File: src/rtl/pe_pkg.sv
// Shared widths and feeder state encoding for the sub_pe datapath.
package pe_pkg;

    localparam int DATA_W = 8;
    localparam int CH_W   = 3;
    localparam int DEPTH  = 1 << CH_W;

    typedef enum logic [1:0] {
        IDLE  = 2'd0,
        LOAD  = 2'd1,
        ISSUE = 2'd2,
        DONE  = 2'd3
    } feeder_state_t;

endpackage

File: src/rtl/pair_regfile.sv
// Image/weight pair storage: one synchronous write port, one combinational read port.
module pair_regfile #(
    parameter int DATA_W = 8,
    parameter int DEPTH  = 8,
    parameter int AW     = $clog2(DEPTH)
) (
    input  logic                  clk,
    input  logic                  we,
    input  logic [AW-1:0]         waddr,
    input  logic [2*DATA_W-1:0]   wdata,
    input  logic [AW-1:0]         raddr,
    output logic [2*DATA_W-1:0]   rdata
);

    logic [2*DATA_W-1:0] mem [DEPTH];

    always_ff @(posedge clk) begin
        if (we) mem[waddr] <= wdata;
    end

    assign rdata = mem[raddr];

endmodule

File: src/rtl/sub_pe_feeder.sv
// Buffers a burst of image/weight pairs and replays them into sub_pe, one per clock.
module sub_pe_feeder
    import pe_pkg::*;
#(
    parameter int DATA_W = pe_pkg::DATA_W,
    parameter int CH_W   = pe_pkg::CH_W,
    parameter int DEPTH  = 1 << CH_W
) (
    input  logic              clk,
    input  logic              rst,
    input  logic              cfg_valid,
    input  logic [CH_W-1:0]   cfg_channel,
    input  logic              wr_valid,
    output logic              wr_ready,
    input  logic [DATA_W-1:0] wr_img,
    input  logic [DATA_W-1:0] wr_weight,
    output logic              start,
    output logic [DATA_W-1:0] img,
    output logic [DATA_W-1:0] weight,
    output logic [CH_W-1:0]   channel,
    output logic              busy,
    output logic              done
);

    feeder_state_t state;
    logic [CH_W-1:0]     wr_cnt;
    logic [CH_W-1:0]     rd_cnt;
    logic [CH_W-1:0]     rd_addr;
    logic [2*DATA_W-1:0] rd_pair;
    logic                wr_en;
    logic                last_wr;

    assign wr_ready = (state == LOAD);
    assign wr_en    = wr_ready && wr_valid;
    assign last_wr  = wr_en && (wr_cnt == channel);

    // Registered outputs need the pair for the next cycle, so read one address ahead.
    always_comb begin
        rd_addr = '0;
        if (state == ISSUE) rd_addr = rd_cnt + 1'b1;
    end

    pair_regfile #(
        .DATA_W (DATA_W),
        .DEPTH  (DEPTH),
        .AW     (CH_W)
    ) u_regfile (
        .clk   (clk),
        .we    (wr_en),
        .waddr (wr_cnt),
        .wdata ({wr_img, wr_weight}),
        .raddr (rd_addr),
        .rdata (rd_pair)
    );

    always_ff @(posedge clk or posedge rst) begin
        if (rst) begin
            state   <= IDLE;
            wr_cnt  <= '0;
            rd_cnt  <= '0;
            start   <= 1'b0;
            img     <= '0;
            weight  <= '0;
            channel <= '0;
            busy    <= 1'b0;
            done    <= 1'b0;
        end else begin
            case (state)
                IDLE: begin
                    if (cfg_valid) begin
                        channel <= cfg_channel;
                        wr_cnt  <= '0;
                        busy    <= 1'b1;
                        state   <= LOAD;
                    end
                end
                LOAD: begin
                    if (last_wr) begin
                        rd_cnt <= '0;
                        start  <= 1'b1;
                        // A single-pair burst is still being written, so take it from the port.
                        if (channel == '0) begin
                            img    <= wr_img;
                            weight <= wr_weight;
                        end else begin
                            {img, weight} <= rd_pair;
                        end
                        state <= ISSUE;
                    end else if (wr_en) begin
                        wr_cnt <= wr_cnt + 1'b1;
                    end
                end
                ISSUE: begin
                    start <= 1'b0;
                    if (rd_cnt == channel) begin
                        img    <= '0;
                        weight <= '0;
                        done   <= 1'b1;
                        state  <= DONE;
                    end else begin
                        rd_cnt        <= rd_cnt + 1'b1;
                        {img, weight} <= rd_pair;
                    end
                end
                DONE: begin
                    done  <= 1'b0;
                    busy  <= 1'b0;
                    state <= IDLE;
                end
                default: state <= IDLE;
            endcase
        end
    end

endmodule

File: config.mk
export PLATFORM = sky130hd
export DESIGN_NAME = sub_pe_feeder
export DESIGN_NICKNAME = d
export VERILOG_FILES = /design/src/rtl/pe_pkg.sv /design/src/rtl/pair_regfile.sv /design/src/rtl/sub_pe_feeder.sv
export SDC_FILE = /design/constraint.sdc
export NUM_CORES = 1
export LEC_CHECK = 0
export CAP_MARGIN = 20
export CORE_MARGIN = 10
export CORE_UTILIZATION = 58
export CTS_BUF_LIST = sky130_fd_sc_hd__clkbuf_4 sky130_fd_sc_hd__clkbuf_8
export CTS_CLUSTER_DIAMETER = 200
export DETAILED_ROUTE_END_ITERATION = 12
export GPL_ROUTABILITY_DRIVEN = 1
export GPL_TIMING_DRIVEN = 0
export MAX_ROUTING_LAYER = met4
export PLACE_DENSITY = 0.82
export SKIP_LAST_GASP = 1
export SLEW_MARGIN = 5
export SYNTH_ARGS = -nofsm -noshare
export SYNTH_HDL_FRONTEND = slang
export SYNTH_HIERARCHICAL = 1
export SYNTH_SLANG_ARGS = --single-unit
File: constraint.sdc
create_clock -name clk -period 3.8 [get_ports clk]
set_input_delay 0.76 -clock clk [delete_from_list [all_inputs] [get_ports clk]]
set_output_delay 0.76 -clock clk [all_outputs]
set_load 0.02 [all_outputs]
Word level (Yosys, flattened, before mapping):

Memories as Yosys holds them, arrays and structs flattened.
Index checks and enable logic that the tools add are counted.

* flip-flop bits (word level): 30
* bits in latches: 0
* bits in writable memories: 128
* bits in read-only memories: 0
* input port bits: 23
* output and inout bits: 23
* logic and storage cells: 66
* memories kept: 1

* $add $sub $neg: 2
* multipliers: 0
* divide/modulo/power cells: 0
* $lt $le $gt $ge: 0
* equality and inequality tests: 11
* shifts and indexed selects: 0
* mux-type cells: 28
* bitwise logic cells: 0
* reduce and logical (&&, ||, !) cells: 15

Memories
* u_regfile.mem: words 8, bits a word 16, rd ports 1, clocked after Yosys merged registers in 0, wr ports 1, RTL line pair_regfile.sv:15 `logic [2*DATA_W-1:0] mem [DEPTH];`

Operator list (number)
* 8-bit two-way mux: 6
* 8-bit case mux with 2 select lines: 2
* 3-bit two-way mux: 6
* 3-bit case mux with 2 select lines: 2
* 2-bit case mux with 4 select lines: 1
* 2-bit AND reduction: 4
* 2-bit nonzero test: 4
* 3-bit by 1-bit adder with 3-bit output, second input constant: 2
* 3-bit equality test: 2
* 2-bit two-way mux: 3
* 2-bit by 1-bit != test with 1-bit output, second input constant: 3
* 2-bit != test, second input constant: 3
* 1-bit case mux with 2 select lines: 3
* 3-bit AND reduction: 2
* 1-bit two-way mux: 5
* 2-bit equality test, second input constant: 2
* 4-bit AND reduction: 1
* 3-bit zero test: 1
* 2-bit by 1-bit equality test with 1-bit output, second input constant: 1
* 1-bit logical AND: 2
* 2-bit zero test: 1

Longest topological paths before layout:

An unclocked memory read counts as a cell.

* depth in word-level cells: 6
* mapped depth: 11
* mapped depth without buffers: 8

Cells and area by module:

The synthesis kept the hierarchy.

Modules (own cells, without submodules)
* pair_regfile: times used 1, cells an instance 198, area an instance 4973.5 µm²
* sub_pe_feeder: times used 1, cells an instance 151, area an instance 1544.0 µm²

Worst setup path before layout:

OpenSTA, ideal clock, no wires.

* path kind: register to register
* start: register state[1]
* end: memory u_regfile/mem[0][0] (netlist name), enable pin
* library setup time: 409 ps
* arrival time: 2414 ps
* data required time: 3391 ps
* setup slack: 977 ps
* cell stages (with the launch flop): 8
* path buffers: 1
* clock period less this slack: 2823 ps
* path through: dfrtp_1 > inv_1 > ha_1 > buf_2 > nand2_1 > inv_1 > nand2b_1 > nor3_1

* word-level cells in the longest chain between the ends: 4

Ends and longest elaborated chain
* start, declared: RTL line sub_pe_feeder.sv:25 `feeder_state_t state;`
* start signal, assigned: RTL line sub_pe_feeder.sv:58 `state <= IDLE;`
* start signal, assigned: RTL line sub_pe_feeder.sv:74 `state <= LOAD;`
* start signal, assigned: RTL line sub_pe_feeder.sv:88 `state <= ISSUE;`
* 2-bit by 1-bit equality test with 1-bit output: RTL line sub_pe_feeder.sv:33 `assign wr_ready = (state == LOAD);`
* net wr_ready: RTL line sub_pe_feeder.sv:14 `output logic wr_ready,`
* 1-bit logical AND: RTL line sub_pe_feeder.sv:34 `assign wr_en = wr_ready && wr_valid;`
* net wr_en: RTL line sub_pe_feeder.sv:30 `logic wr_en;`
* 1-bit two-way mux: RTL line pair_regfile.sv:18 `if (we) mem[waddr] <= wdata;`
* 1-bit two-way mux (implied by the code): RTL line pair_regfile.sv:18
* end, declared: RTL line pair_regfile.sv:15

The timed path passes the listed nets, and every way through them passes these cells.

Worst setup path in the final report:

* start: register state[0]
* end: register img[6]

* word-level cells in the longest chain between the ends: 6
* elaborated cells between the ends (all ways): 13
* those cells by class: eq/ne: 3; mux: 5; reduce/logical: 4; memory: 1

Ends and longest elaborated chain
* 2-bit equality test *: RTL line sub_pe_feeder.sv:40 `if (state == ISSUE) rd_addr = rd_cnt + 1'b1;`
* 3-bit two-way mux *: RTL line sub_pe_feeder.sv:40
* net rd_addr[2]: RTL line sub_pe_feeder.sv:28 `logic [CH_W-1:0] rd_addr;`
* memory 8 x 16 bit *
* net rd_pair[14]: RTL line sub_pe_feeder.sv:29 `logic [2*DATA_W-1:0] rd_pair;`
* 8-bit two-way mux: RTL line sub_pe_feeder.sv:82 `if (channel == '0) begin`
* 8-bit two-way mux: RTL line sub_pe_feeder.sv:78 `if (last_wr) begin`
* 8-bit case mux with 2 select lines *: RTL line sub_pe_feeder.sv:68 `case (state)`
* end signal, assigned: RTL line sub_pe_feeder.sv:83 `img <= wr_img;`
* end signal, assigned: RTL line sub_pe_feeder.sv:86 `{img, weight} <= rd_pair;`
* end signal, assigned: RTL line sub_pe_feeder.sv:102 `{img, weight} <= rd_pair;`
* end, declared: RTL line sub_pe_feeder.sv:18 `output logic [DATA_W-1:0] img,`

The timed path passes the listed nets; every way through them passes the cells marked *. The select of a mux whose other input is x is not followed.
A chain may end at the register's enable or synchronous reset.

==> out/qor.csv <==
metric;value;unit
initial cell density of the core;59.6;%
initial antenna violation count;0;
GR peak layer;met2;
first-pass GRT wire length;21.4;mm
TritonCTS clock tree;built;
status;complete, no violations;
register area share after synthesis;70.5;%
core outline area;0.0109;mm^2
Fmax achieved;303;MHz
WP data required;4100;ps
grt ovf;0;
FF+latch count, synth;158;
final slew viol count;0;
CTS buffer count;17;
xor/xnor share of the synthesized area;0.941;%
Final period util;86.9;%
Setup CP Type;flop to flop;
critical path's slowest cell;buf_1;
Adder-Cell Fraction of Synth Area;1.15;%
Synthesis Warnings;6;
Clock transition at path regs;80;ps
die area;0.0159;mm^2
Netlist cell types;40;
CP max FO;10;
top-count cell post-synth;edfxtp_1;
largest net degree at the start of global routing;19;
Routed WL per cell;24.1;um
average size of a mapped cell;18.7;um^2
worst-skew pair later-pin latency;440;ps
EDFF count, synth;128;
die height;126;um
dominant synthesized flop cell;edfxtp_1;
post-CTS sizing;0;
routed vias/inst;6.23;
# diodes;0;
number of global-route vias before repair;3784;
Leakage;2.70;nW
hold path start;busy$_DFFE_PP0P_;
crit path to;img[6]$_DFFE_PP0P_;
crit path DAT;3600;ps
met2 Usage GRT;28.6;%
worst reg2reg setup slack;500;ps
most used cell, CP;inv_1;
via count;3582;
Yosys top cell by area;edfxtp_1;
Worst Hold Class;flop to flop;
nets;451;
area share of and/or/nand/nor cells after synthesis;3.76;%
Net Count, Synth;378;
clock root buffer;clkbuf_8;
top post-synthesis cells by area;edfxtp_1 (59%), dfrtp_1 (12%), mux4_1 (11%), mux2_2 (3.8%), a22oi_1 (2.0%);
RSZ-0062 raised after global routing;no;
Async SR Flop Fraction;19.0;%
Setup-failing EPs final;0;
max-cap violations;0;
Clock Path Buffers;2;
I/O pin count;46;
GRT Util Overall;18.0;%
fraction of synthesized area in multiplexers;16.9;%
Critical Path End Type;flop;
worst-case vdd ir drop;420;uV
routability cong.;0.757;
Final Core Density;70.8;%
HPWL Detailed;9.21;mm
Fill cells;682;
Worst Setup Start Kind;flop;
DRT Wirelength;13.9;mm
Setup Buffers After CTS;0;
IO buf count;45;
FP Rows;38;
Worst R2R End;img[6]$_DFFE_PP0P_;
PwrDens;700;mW/mm^2
R2R Path Start;state[0]$_DFFE_PP0P_;
htree depth;4;
fin crit period;3300;ps
Worst-Margin Slew;1080;ps
launch point of the worst path;state[0]$_DFFE_PP0P_;
final hold vios;0;
top cell type's share of synthesized area;59.0;%
cell area after synthesis;0.00652;mm^2
Mapped Cells;349;
clock skew;9.12;ps
main combinational cell family by area after synthesis;multiplexers;
M1 GR Usage;22.2;%
Cells after DPL;543;
compound-gate portion of the synthesized area;5.01;%
crit-path cells;inv_1, ha_1, clkbuf_1, inv_1, nor2_1, buf_1, mux4_1, mux2_2, a22oi_1, a21oi_1;
# DRC;0;
post-route insts no fill;575;
Die Width;126;um
Rel. slew slack;27.1;%
CTS Hold Bufs;0;
Synth-to-Final Area Change;18.8;%
grt met3 use;4.40;%
R2R cell count;10;
top post-synthesis cells by count;edfxtp_1 (128), dfrtp_1 (30), mux4_1 (28), nor2_1 (26), mux2_2 (22);
clk sinks;158;
post-route ant nets;0;
TritonRoute pass-1 iters;5;
Detailed Route Iter0 Violations;311;
ratio of cells with drive above 1 in the final layout;19.3;%
delay of the slowest critical-path stage;620;ps
==> worst max-delay path, delay by kind of cell (launching register included) <==
| family | cells | cell delay (ps) |
|---|---|---|
| buffers and inverters | 4 | 1210 |
| muxes | 2 | 700 |
| DFF | 1 | 400 |
| and+or+nand+nor | 1 | 370 |
| AOI/OAI and AO/OA | 2 | 320 |
| adders and majority gates | 1 | 150 |
==> layer usage <==
layer / wire length, um / up-vias
met5: 0 / -
li1: - / 1573
met1: 5550 / 1833
met2: 7120 / 159
met3: 1040 / 17
met4: 150 / 0
==> cell type report <==
class / count / area [um^2] / area share (%)
buffer: 16 / 93.8 / 1.21
clock buffer: 22 / 278 / 3.59
clock inverter: 10 / 123 / 1.58
inverter: 6 / 22.5 / 0.291
multi-input combinational: 169 / 1830 / 23.7
sequential: 158 / 4590 / 59.3
tap: 140 / 175 / 2.26
timing repair buffer: 54 / 624 / 8.06
==> flip-flops by register name, summed over array words and instances, names as in the netlist <==
register       cells
done               1
rd_cnt             3
weight             8
start              1
wr_cnt             3
u_regfile/mem    128
state              2
busy               1
channel            3
img                8
==> power by group <==
| group | internal (W) | total (W) | switching [W] |
|---|---|---|---|
| Sequential | 0.00208 | 0.00223 | 0.000151 |
| Clock | 0.000686 | 0.00125 | 0.000564 |
| Combinational | 0.000906 | 0.00194 | 0.00103 |
==> layout by cell type, fill, tap and decap left out, drive strengths merged, types with 5 or more instances in the layout <==
master         count
clkinv             7
clkbuf            28
a21oi             18
nand2b             5
buf               19
dfrtp             30
nand2              8
inv                6
clkdlybuf4s50     45
a22oi             17
edfxtp           128
mux4              32
ha                 6
nor2              26
mux2              23
==> how the worst min path moves through the flow <==
stage                                  to  cells past startpoint
finish                   busy$_DFFE_PP0P_                      2
global route             busy$_DFFE_PP0P_                      2
CTS                      busy$_DFFE_PP0P_                      2
detailed placement       busy$_DFFE_PP0P_                      2
global placement         busy$_DFFE_PP0P_                      2
floorplan           rd_cnt[1]$_DFFE_PP0P_                      1
==> cell families after synthesis <==
group / Yosys count
compound gates: 48
xor+xnor: 7
fa+ha+maj: 6
buf+inv: 22
flops: 158
mux: 56
simple gates: 52
==> per-stage QoR <==
| stage | setup TNS [ps] | cell area (um^2) | setup slack [ps] | hold WS, ps | power (W) |
|---|---|---|---|---|---|
| 2_1_floorplan | 0 | 6520 | 977 | 528 | 0.00351 |
| 3_3_place_gp | -11370 | 7140 | -411 | 467 | 0.00409 |
| 3_5_place_dp | 0 | 7340 | 523 | 477 | 0.00420 |
| 4_1_cts | 0 | 7740 | 508 | 495 | 0.00545 |
| 5_1_grt | 0 | 7740 | 287 | 526 | 0.00568 |
| 6_report | 0 | 7740 | 498 | 484 | 0.00542 |
Note: power is estimated with default switching activity, not from simulation.
